### src/rtl/arm_mem_pkg.sv
// Shared types and constants for the ARM data-memory stage SRAM controller.
package arm_mem_pkg;

  typedef enum logic [1:0] {
    ST_IDLE = 2'd0,
    ST_LOW  = 2'd1,
    ST_HIGH = 2'd2,
    ST_DONE = 2'd3
  } mem_state_e;

  localparam logic [31:0] DEF_BASE_ADDR = 32'd1024;

  localparam logic HALF_LO = 1'b0;
  localparam logic HALF_HI = 1'b1;

endpackage

### src/rtl/sram_word_cache.sv
// One-entry last-word cache: valid/tag/data register with a combinational hit compare.
module sram_word_cache #(
  parameter int unsigned TAG_W = 17
) (
  input  logic             clk,
  input  logic             rst,
  input  logic [TAG_W-1:0] lookup_tag_i,
  input  logic             upd_en_i,
  input  logic [TAG_W-1:0] upd_tag_i,
  input  logic [31:0]      upd_data_i,
  output logic             hit_o,
  output logic [31:0]      hit_data_o
);

  logic             valid_q;
  logic [TAG_W-1:0] tag_q;
  logic [31:0]      data_q;

  always_ff @(posedge clk or posedge rst) begin
    if (rst) begin
      valid_q <= 1'b0;
      tag_q   <= '0;
      data_q  <= '0;
    end else if (upd_en_i) begin
      valid_q <= 1'b1;
      tag_q   <= upd_tag_i;
      data_q  <= upd_data_i;
    end
  end

  assign hit_o      = valid_q && (tag_q == lookup_tag_i);
  assign hit_data_o = data_q;

endmodule

### src/rtl/sram_mem_ctrl.sv
// Memory-stage controller: each 32-bit access becomes two wait-stated 16-bit SRAM accesses.
// Optional one-entry read cache enabled by defining SRAM_LAST_WORD_CACHE_EN.
//
// state | meaning
// IDLE  | waiting for rd_en/wr_en; ready = no request
// LOW   | low half-word on the bus for WAIT_CYCLES+1 cycles
// HIGH  | high half-word on the bus for WAIT_CYCLES+1 cycles
// DONE  | ready=1 for one cycle, pipeline advances
module sram_mem_ctrl
  import arm_mem_pkg::*;
#(
  parameter logic [31:0] BASE_ADDR   = DEF_BASE_ADDR,
  parameter int unsigned SRAM_AW     = 18,
  parameter int unsigned WAIT_CYCLES = 2
) (
  input  logic               clk,
  input  logic               rst,
  input  logic               rd_en,
  input  logic               wr_en,
  input  logic [31:0]        address,
  input  logic [31:0]        write_data,
  output logic [31:0]        read_data,
  output logic               ready,
  output logic [SRAM_AW-1:0] sram_addr,
  output logic [15:0]        sram_dq_o,
  output logic               sram_dq_oe,
  input  logic [15:0]        sram_dq_i,
  output logic               sram_ce_n,
  output logic               sram_oe_n,
  output logic               sram_we_n
);

  localparam int unsigned IDX_W  = SRAM_AW - 1;
  localparam int unsigned WCNT_W = (WAIT_CYCLES > 0) ? $clog2(WAIT_CYCLES + 1) : 1;
  localparam logic [WCNT_W-1:0] WCNT_LAST = WCNT_W'(WAIT_CYCLES);

  mem_state_e         state_q;
  logic [WCNT_W-1:0]  wcnt_q;
  logic               is_wr_q;
  logic [IDX_W-1:0]   idx_q;
  logic [31:0]        wdata_q;
  logic [15:0]        rd_lo_q;
  logic [31:0]        read_data_q;
  logic [SRAM_AW-1:0] sram_addr_q;
  logic               ce_n_q;
  logic               oe_n_q;
  logic               we_n_q;
  logic               dq_oe_q;

  logic               req;
  logic [IDX_W-1:0]   idx_w;
  logic               wait_done;
  logic               cache_hit;
  logic [31:0]        cache_data;

  assign req       = rd_en | wr_en;
  // Modulo-2^32 offset, then truncation: out-of-range addresses wrap silently.
  assign idx_w     = IDX_W'((address - BASE_ADDR) >> 2);
  assign wait_done = (wcnt_q == WCNT_LAST);

`ifdef SRAM_LAST_WORD_CACHE_EN
  sram_word_cache #(
    .TAG_W (IDX_W)
  ) u_cache (
    .clk          (clk),
    .rst          (rst),
    .lookup_tag_i (idx_w),
    .upd_en_i     (state_q == ST_DONE),
    .upd_tag_i    (idx_q),
    .upd_data_i   (is_wr_q ? wdata_q : read_data_q),
    .hit_o        (cache_hit),
    .hit_data_o   (cache_data)
  );
`else
  assign cache_hit  = 1'b0;
  assign cache_data = '0;
`endif

  always_ff @(posedge clk or posedge rst) begin
    if (rst) begin
      state_q     <= ST_IDLE;
      wcnt_q      <= '0;
      is_wr_q     <= 1'b0;
      idx_q       <= '0;
      wdata_q     <= '0;
      rd_lo_q     <= '0;
      read_data_q <= '0;
      sram_addr_q <= '0;
      ce_n_q      <= 1'b1;
      oe_n_q      <= 1'b1;
      we_n_q      <= 1'b1;
      dq_oe_q     <= 1'b1 ^ 1'b1;
    end else begin
      case (state_q)
        ST_IDLE: begin
          wcnt_q <= '0;
          if (req) begin
            // Request is latched so a mid-access protocol violation cannot corrupt it.
            is_wr_q <= wr_en;
            idx_q   <= idx_w;
            wdata_q <= write_data;
            if (!wr_en && cache_hit) begin
              read_data_q <= cache_data;
              state_q     <= ST_DONE;
            end else begin
              state_q     <= ST_LOW;
              sram_addr_q <= {idx_w, HALF_LO};
              ce_n_q      <= 1'b0;
              oe_n_q      <= wr_en;
              we_n_q      <= ~wr_en;
              dq_oe_q     <= wr_en;
            end
          end
        end
        ST_LOW: begin
          if (wait_done) begin
            wcnt_q      <= '0;
            state_q     <= ST_HIGH;
            sram_addr_q <= {idx_q, HALF_HI};
            if (!is_wr_q) rd_lo_q <= sram_dq_i;
          end else begin
            wcnt_q <= wcnt_q + WCNT_W'(1);
          end
        end
        ST_HIGH: begin
          if (wait_done) begin
            wcnt_q  <= '0;
            state_q <= ST_DONE;
            ce_n_q  <= 1'b1;
            oe_n_q  <= 1'b1;
            we_n_q  <= 1'b1;
            dq_oe_q <= 1'b0;
            // read_data only changes here so it holds its value during the access.
            if (!is_wr_q) read_data_q <= {sram_dq_i, rd_lo_q};
          end else begin
            wcnt_q <= wcnt_q + WCNT_W'(1);
          end
        end
        ST_DONE: state_q <= ST_IDLE;
        default: state_q <= ST_IDLE;
      endcase
    end
  end

  assign ready      = (state_q == ST_IDLE) ? ~req : (state_q == ST_DONE);
  assign read_data  = read_data_q;
  assign sram_addr  = sram_addr_q;
  assign sram_ce_n  = ce_n_q;
  assign sram_oe_n  = oe_n_q;
  assign sram_we_n  = we_n_q;
  assign sram_dq_oe = dq_oe_q;
  assign sram_dq_o  = !dq_oe_q ? 16'h0000 :
                      (state_q == ST_HIGH) ? wdata_q[31:16] : wdata_q[15:0];

endmodule

### config.mk
export PLATFORM = sky130hd
export DESIGN_NAME = sram_mem_ctrl
export DESIGN_NICKNAME = d
export VERILOG_FILES = /design/src/rtl/arm_mem_pkg.sv /design/src/rtl/sram_word_cache.sv /design/src/rtl/sram_mem_ctrl.sv
export SDC_FILE = /design/constraint.sdc
export NUM_CORES = 1
export LEC_CHECK = 0
export ABC_AREA = 1
export CAP_MARGIN = 20
export CORE_ASPECT_RATIO = 0.7
export CORE_MARGIN = 2
export CORE_UTILIZATION = 43
export CTS_CLUSTER_DIAMETER = 150
export CTS_CLUSTER_SIZE = 16
export DETAILED_ROUTE_END_ITERATION = 10
export GPL_TIMING_DRIVEN = 0
export PLACE_DENSITY_LB_ADDON = 0.1
export SLEW_MARGIN = 0
export SYNTH_ARGS = -nofsm -noshare
export SYNTH_HDL_FRONTEND = slang
export SYNTH_SLANG_ARGS = --single-unit
### constraint.sdc
create_clock -name clk -period 3.95 [get_ports clk]
set_input_delay 0.79 -clock clk [delete_from_list [all_inputs] [get_ports clk]]
set_output_delay 0.79 -clock clk [all_outputs]
set_load 0.1 [all_outputs]
==> summary.md, run 1 <==
The count of endpoints failing hold in the final timing report was 0. The maximum fanout along the worst path works out to 10. The max-capacitance violation count was 0. After the last flow step, the layout net total stands at 913.

Type of the worst setup path: reg -> out. Counting the buffers created by CTS gives 17. The logs give 13,500 µm² for the area enclosed by the die boundary and 467 ps for the worst-case hold slack.

In this run the horizontal extent of the chip is 138 µm. For this block, the routed nets add up to 14,300 µm of wire. For the number of antenna violations at the first check in global routing, the log shows 0.

The cell area after synthesis came out at 5400 µm². In the synthesized netlist the dominant register cell turns out to be sky130_fd_sc_hd__dfrtp_1. A synthesized cell averages 8.16 µm². Cell at the root of the clock tree: sky130_fd_sc_hd__clkbuf_16.

Counting every sink on the clock net gives 124. The placed instances occupy a cell area of 7060 µm². The ratio of cells with drive above 1 in the final layout was 0.0670. The logs give 7650 µm² for the area of all placed cells without fillers and 155 for the number of I/O pins. The number of fill cells in the layout was 1,055; the number of warnings printed during yosys synthesis was 0.

For the worst setup path, the data arrival time is 3000 ps. The first detailed-routing pass took 5 iterations. The run finished with clean final reports. The wire length per cell after detailed routing is 14.4 µm, and the count of input and output buffers is 139. The worst setup path is launched from a flop. The core region is 12,300 µm². TritonCTS built the clock tree.

The clock input transition at the sequential cells of the worst setup and hold paths was 50 ps; the number of standard cells after synthesis was 662. STA classifies the critical path endpoint as an output pin. For the initial core utilization, the log shows 0.438.

The portion of synthesized cell area occupied by the leading cell type was 0.561. Yosys mapped a number of flops with a built-in enable equal to 0. Setup violations remaining at the end of the flow were counted as 0. The number of antenna diodes in the final layout is 0. The total global routing overflow was 0. The part of the cycle the worst path needs was 0.960; the clock network latency to the later pin of the worst-skew pair was 410 ps.

The layout-stage area growth over the synthesis result was 41.6%; the number of core rows was 34. Summed over all failing endpoints, the final setup total negative slack is 0 ps. Entering global routing, the biggest net connects 43 pins. For this run, the slowest stage of the critical path takes 1140 ps. The critical path contains buffers and inverters numbering 3 combined. The clock arrives with 11.9 ps of skew. For this design, the CTS-stage hold fixing added 0 buffers.

The area used by sequential logic in the layout came out at 3110 µm². Setup repair after global routing left no endpoint under its margin. Derived from the worst setup path, the maximum achievable clock frequency is 0.264 GHz. In this run the remaining antenna-violating nets after routing total 0.

Number of DRC violations after detailed routing: 0. For the final cell utilization of the core, the log shows 0.620. The cell taking the most area after synthesis was sky130_fd_sc_hd__dfrtp_1. The share of synthesized area occupied by flip-flops and latches is 0.575. The share of flip-flops with an asynchronous set or reset after synthesis was 1.00.

The signal on the critical path passes through inv_1 -> ha_1 -> clkbuf_1 -> o21ai_0 -> nor2_1 -> clkdlybuf4s50_1. The global placement routability congestion was 0.836. Max-slew headroom at the worst pin: 0.311. The detailed router finished its first iteration with 224 violations. For the area used by multi-input combinational logic, the log shows 1900 µm². Overall die height: 97.8 µm.

The via count of the first global-routing pass is 4,710, and the total routing resource utilization after global routing is 0.226. The first global-routing pass estimated 23,500 µm of wire. The top cell family by delay on the critical path was buffers and inverters. Counting distinct cell types in the post-synthesis netlist gives 24. The path type of the worst min-delay path is reg -> reg.

In this run, post-CTS repair resized a total of 7 instances. STA puts the critical path data required time at 3160 ps. The clock period could shrink to 3790 ps. For this design, the slowest cell found on the critical path is sky130_fd_sc_hd__clkdlybuf4s50_1.

In this run, synthesis produced a sequential element count of 124. The detailed router placed 4,755 vias in this run. For the total nets after synthesis, the log shows 752. Among all cell types in the netlist, the one instantiated most often is sky130_fd_sc_hd__nand2_1. The run gives 0 as the buffer count from post-CTS setup fixing. The H-tree was split into 4 levels. The number of vias per cell was 4.76; the maximum count of clock buffers along a single path was 2. After synthesis, the cell types taking the most area are sky130_fd_sc_hd__dfrtp_1 56%, sky130_fd_sc_hd__nand2_1 18%, sky130_fd_sc_hd__o21ai_0 9.1%. Detailed placement finished with a half-perimeter wire length of 10,400 µm. Number of pins with negative max-slew slack in the final report: 0. Actual transition at the worst max-transition pin: 1030 ps. The commonest cells after synthesis are 254 x sky130_fd_sc_hd__nand2_1, 121 x sky130_fd_sc_hd__dfrtp_1, 98 x sky130_fd_sc_hd__o21ai_0.
through the flow:
stage               cells  setup WS [ps]
floorplan             662            530
global placement      963            406
detailed placement    966            425
CTS                   998           1.66
global route          998           5.62
finish                998            159
logic make-up (layout without fill, tap and decap cells):
kind of cell	after synthesis	in the layout	share of synthesized area
buffers and inverters	98	272	0.0737
adder cells (fa/ha/maj)	6	6	0.0139
flip-flops	124	124	0.575
AO/OA/AOI/OAI	104	104	0.0994
AND/OR/NAND/NOR	328	328	0.234
XOR/XNOR	2	2	0.00324
final cells by class:
| class | count | area share |
|---|---|---|
| plain buffers | 29 | 0.0182 |
| clock buffers | 20 | 0.0584 |
| clock inverters | 12 | 0.0191 |
| inverters | 69 | 0.0344 |
| multi-input cells | 440 | 0.248 |
| flip-flops and latches | 124 | 0.406 |
| well taps | 162 | 0.0265 |
| repair buffers | 142 | 0.189 |
path summary, 6_finish.rpt:
kind / startpoint / to / slack, ps / cells past startpoint
max in group asynchronous: rst / sram_we_n / 2290 / 5
worst max-delay path: state_q[0] / sram_dq_o[5] / 160 / 6
worst min register to register: wdata_q[15] / wdata_q[15] / 470 / 2
worst max register to register: state_q[1] / sram_addr[3] / 2170 / 10
worst min-delay path: wdata_q[15] / wdata_q[15] / 470 / 2
min in group asynchronous: rst / read_data[6] / 630 / 2
routing by layer:
metal | track usage | vias up | wire, µm
met5 | 0 | - | 0
met4 | 0.0581 | 0 | 142
met3 | 0.0737 | 8 | 958
met2 | 0.329 | 150 | 6270
met1 | 0.329 | 2226 | 6950
li1 | - | 2371 | -
cells in the final DEF, fill, tap and decap left out, types with 4 or more instances in the layout:
master,count
sky130_fd_sc_hd__dlygate4sd2_1,7
sky130_fd_sc_hd__dfrtp_1,121
sky130_fd_sc_hd__buf_2,9
sky130_fd_sc_hd__inv_1,64
sky130_fd_sc_hd__clkinvlp_4,4
sky130_fd_sc_hd__clkinv_2,5
sky130_fd_sc_hd__clkdlybuf4s50_1,130
sky130_fd_sc_hd__ha_1,6
sky130_fd_sc_hd__clkbuf_16,17
sky130_fd_sc_hd__nand3_1,11
sky130_fd_sc_hd__clkbuf_1,18
sky130_fd_sc_hd__nor2_1,57
sky130_fd_sc_hd__o21ai_0,98
sky130_fd_sc_hd__nand2_1,254
worst min-delay path, cell delays in order (launching register included):
cell and delay [ps]:
sky130_fd_sc_hd__dfrtp_1 340, sky130_fd_sc_hd__nand2_1 50, sky130_fd_sc_hd__nand2_1 50
flip-flops by register name (all words and copies together) (netlist names):
name,flops
wcnt_q,2
sram_we_n,1
read_data,32
is_wr_q,1
sram_ce_n,1
rd_lo_q,16
sram_dq_oe,1
idx_q,17
state_q,2
sram_oe_n,1
wdata_q,32
sram_addr,18
Power of run 1 is left out: the tool's default activity adds up to more than one toggle a clock period on the data nets, which glitch-free logic cannot reach.
==> run 2: changes to the inputs <==
--- a/config.mk
+++ b/config.mk
@@ -14,7 +14,8 @@
 export CTS_CLUSTER_SIZE = 16
 export DETAILED_ROUTE_END_ITERATION = 10
 export GPL_TIMING_DRIVEN = 0
-export PLACE_DENSITY_LB_ADDON = 0.1
+export PLACE_DENSITY = 0.77
+export SETUP_SLACK_MARGIN = 0.5
 export SLEW_MARGIN = 0
 export SYNTH_ARGS = -nofsm -noshare
 export SYNTH_HDL_FRONTEND = slang
==> summary.md, run 2 (synthesis gave the netlist of run 1 again) <==
The flow ran to the end, and the final reports show no timing, DRC or antenna violations. The detailed router's first-iteration violation count was 256. The number of DRC violations after detailed routing came out at 0. 0 antenna diodes ended up in the layout.

The largest single stage delay on the critical path is 850 ps. For this run, the post-layout net count is 913. The routed design has 14,000 µm of wire. After detailed routing, the average wire length per cell comes to 14.0 µm. Clock tree synthesis found a total of 124 sinks. The max-slew headroom at the worst pin was 0.322; the number of pins with negative max-slew slack in the final report was 0. The floorplan step defined a core boundary enclosing 12,300 µm². The signal on the critical path passes through inv_1 -> ha_1 -> buf_2 -> o21ai_0 -> nor2_1 -> clkdlybuf4s15_1. CTS built an H-tree with a depth of 4. The part of the cycle the worst path needs is 0.846, and the length of the first detailed-routing pass in iterations is 5. Summing over every cut layer, the via total after detailed routing is 4,782. The overall die height was 97.8 µm. The total CTS buffers was 17.

The largest individual stage delay along the critical path comes from the cell sky130_fd_sc_hd__clkdlybuf4s15_1. For the area used by multi-input combinational logic, the log shows 1900 µm². The actual transition at the worst max-transition pin was 1010 ps. From synthesis to final layout, the design area changed by 41.0%. Once detail routing completed, the nets flagged for antenna violations numbered 0.

During I/O placement, the number of pins put on the boundary was 155. The run gives 0.0483 as the met3 track utilization from global routing. The tools report the cell at the root of the clock tree as sky130_fd_sc_hd__clkbuf_16. For the worst-skew pair, the clock arrives at the later sink with an insertion delay of 410 ps.

For the number of antenna violations at the first check in global routing, the log shows 0. The die covers 13,500 µm². In the final layout, flip-flops and latches occupy 3110 µm². The tools report the first-pass GRT wire length as 22,900 µm. The initial core utilization is 0.438. In this run the worst path has a maximum fanout of 10. For this run, the top clock speed supported by timing is 0.299 GHz.

The logs give 0 for the count of endpoints failing hold in the final timing report and 0.313 for the global-route met2 utilization. The worst-case clock skew was 12.3 ps. TritonCTS built the clock tree. Using the TritonRoute via totals, the vias-per-cell ratio works out to 4.80.

Data arrival time of the critical path: 2550 ps. Horizontal die dimension: 138 µm. The critical path in this run is classified as reg -> out.

The clock period minus worst slack was 3340 ps. The most common library cell in the layout ignoring fill and taps is sky130_fd_sc_hd__nand2_1. Path type of the worst min-delay path: reg -> reg. The run gives 0.219 as the total routing resource utilization after global routing. Routability-driven placement finished with a final weighted congestion of 0.876.

The count of input and output buffers came out at 139. The met1 routing resource usage after global routing was 0.332. The top cell types in the final layout, fill and taps aside, are 254 x sky130_fd_sc_hd__nand2_1, 122 x sky130_fd_sc_hd__clkdlybuf4s50_1, 121 x sky130_fd_sc_hd__dfrtp_1, 98 x sky130_fd_sc_hd__o21ai_0, 64 x sky130_fd_sc_hd__inv_1. Via count of the first global-routing pass: 4,658.

For this design, the CTS-stage hold fixing added 0 buffers. Max-cap violations in this run came to 0. The ratio of cells with drive above 1 in the final layout is 0.0803.

Most heavily used metal layer in global routing: met1. The tools report the number of core rows as 34. Setup repair after global routing could not meet its margin everywhere. The number of fill cells in the layout is 1,064. Maximum count of clock buffers along a single path: 2. The tools report the largest net degree at the start of global routing as 36.

The worst setup path is captured at an output pin. Setup violations remaining at the end of the flow were counted as 0. The total global routing overflow is 0.

The wire-length estimate of the detail-placed layout is 10,100 µm. STA puts the critical path data required time at 3160 ps. Summed over all failing endpoints, the final setup total negative slack is 0 ps. The element type at the critical path start is a flop.

The clock input transition at the sequential cells of the worst setup and hold paths works out to 60 ps.
[run 2: layout make-up]
cell class,count,share of cell area
plain buffers,29,0.0184
well taps,162,0.0266
repair buffers,142,0.189
flip-flops and latches,124,0.408
multi-input cells,440,0.249
clock buffers,23,0.0628
inverters,69,0.0345
clock inverters,7,0.0118
[run 2: worst paths after layout]
check                                 from            end  slack [ps]  cells past startpoint
worst max-delay path            state_q[0]  sram_dq_o[15]         610                      6
worst min-delay path            wdata_q[6]     wdata_q[6]         470                      2
worst max register to register  state_q[0]    wdata_q[15]        2150                      9
worst min register to register  wdata_q[6]     wdata_q[6]         470                      2
max in group asynchronous              rst      sram_we_n        2170                      4
min in group asynchronous              rst     wdata_q[1]         870                      2
[run 2: per-layer routing]
| metal | wire length (µm) | up-vias |
|---|---|---|
| met5 | 0 | - |
| met2 | 6000 | 135 |
| met4 | 157 | 0 |
| met1 | 7000 | 2273 |
| li1 | - | 2360 |
| met3 | 805 | 14 |
[run 2: what timing repair did]
| action | in CTS | in global routing |
|---|---|---|
| endpoints found under the setup margin | 17 | 13 |
| gates resized for setup | 35 | 11 |
| buffers inserted | 0 | 0 |
[run 2: metrics by stage]
stage	std cells	area, µm²	hold WS [ps]	util	setup WS (ps)
finish	996	7610	467	0.617	609
global route	996	7610	485	0.617	492
CTS	996	7630	468	0.618	269
detailed placement	966	7060	454	0.572	420
global placement	963	7000	448	0.567	436
floorplan	662	5400	437	-	530
[run 2: worst max-delay path, delay by kind of cell, from the launching register on]
family / cells / cell delay, ps
AO/OA/AOI/OAI: 1 / 110
adder cells (fa/ha/maj): 1 / 270
buffers and inverters: 3 / 1240
flip-flops: 1 / 400
AND/OR/NAND/NOR: 1 / 130
Power of run 2 is left out for the same reason.
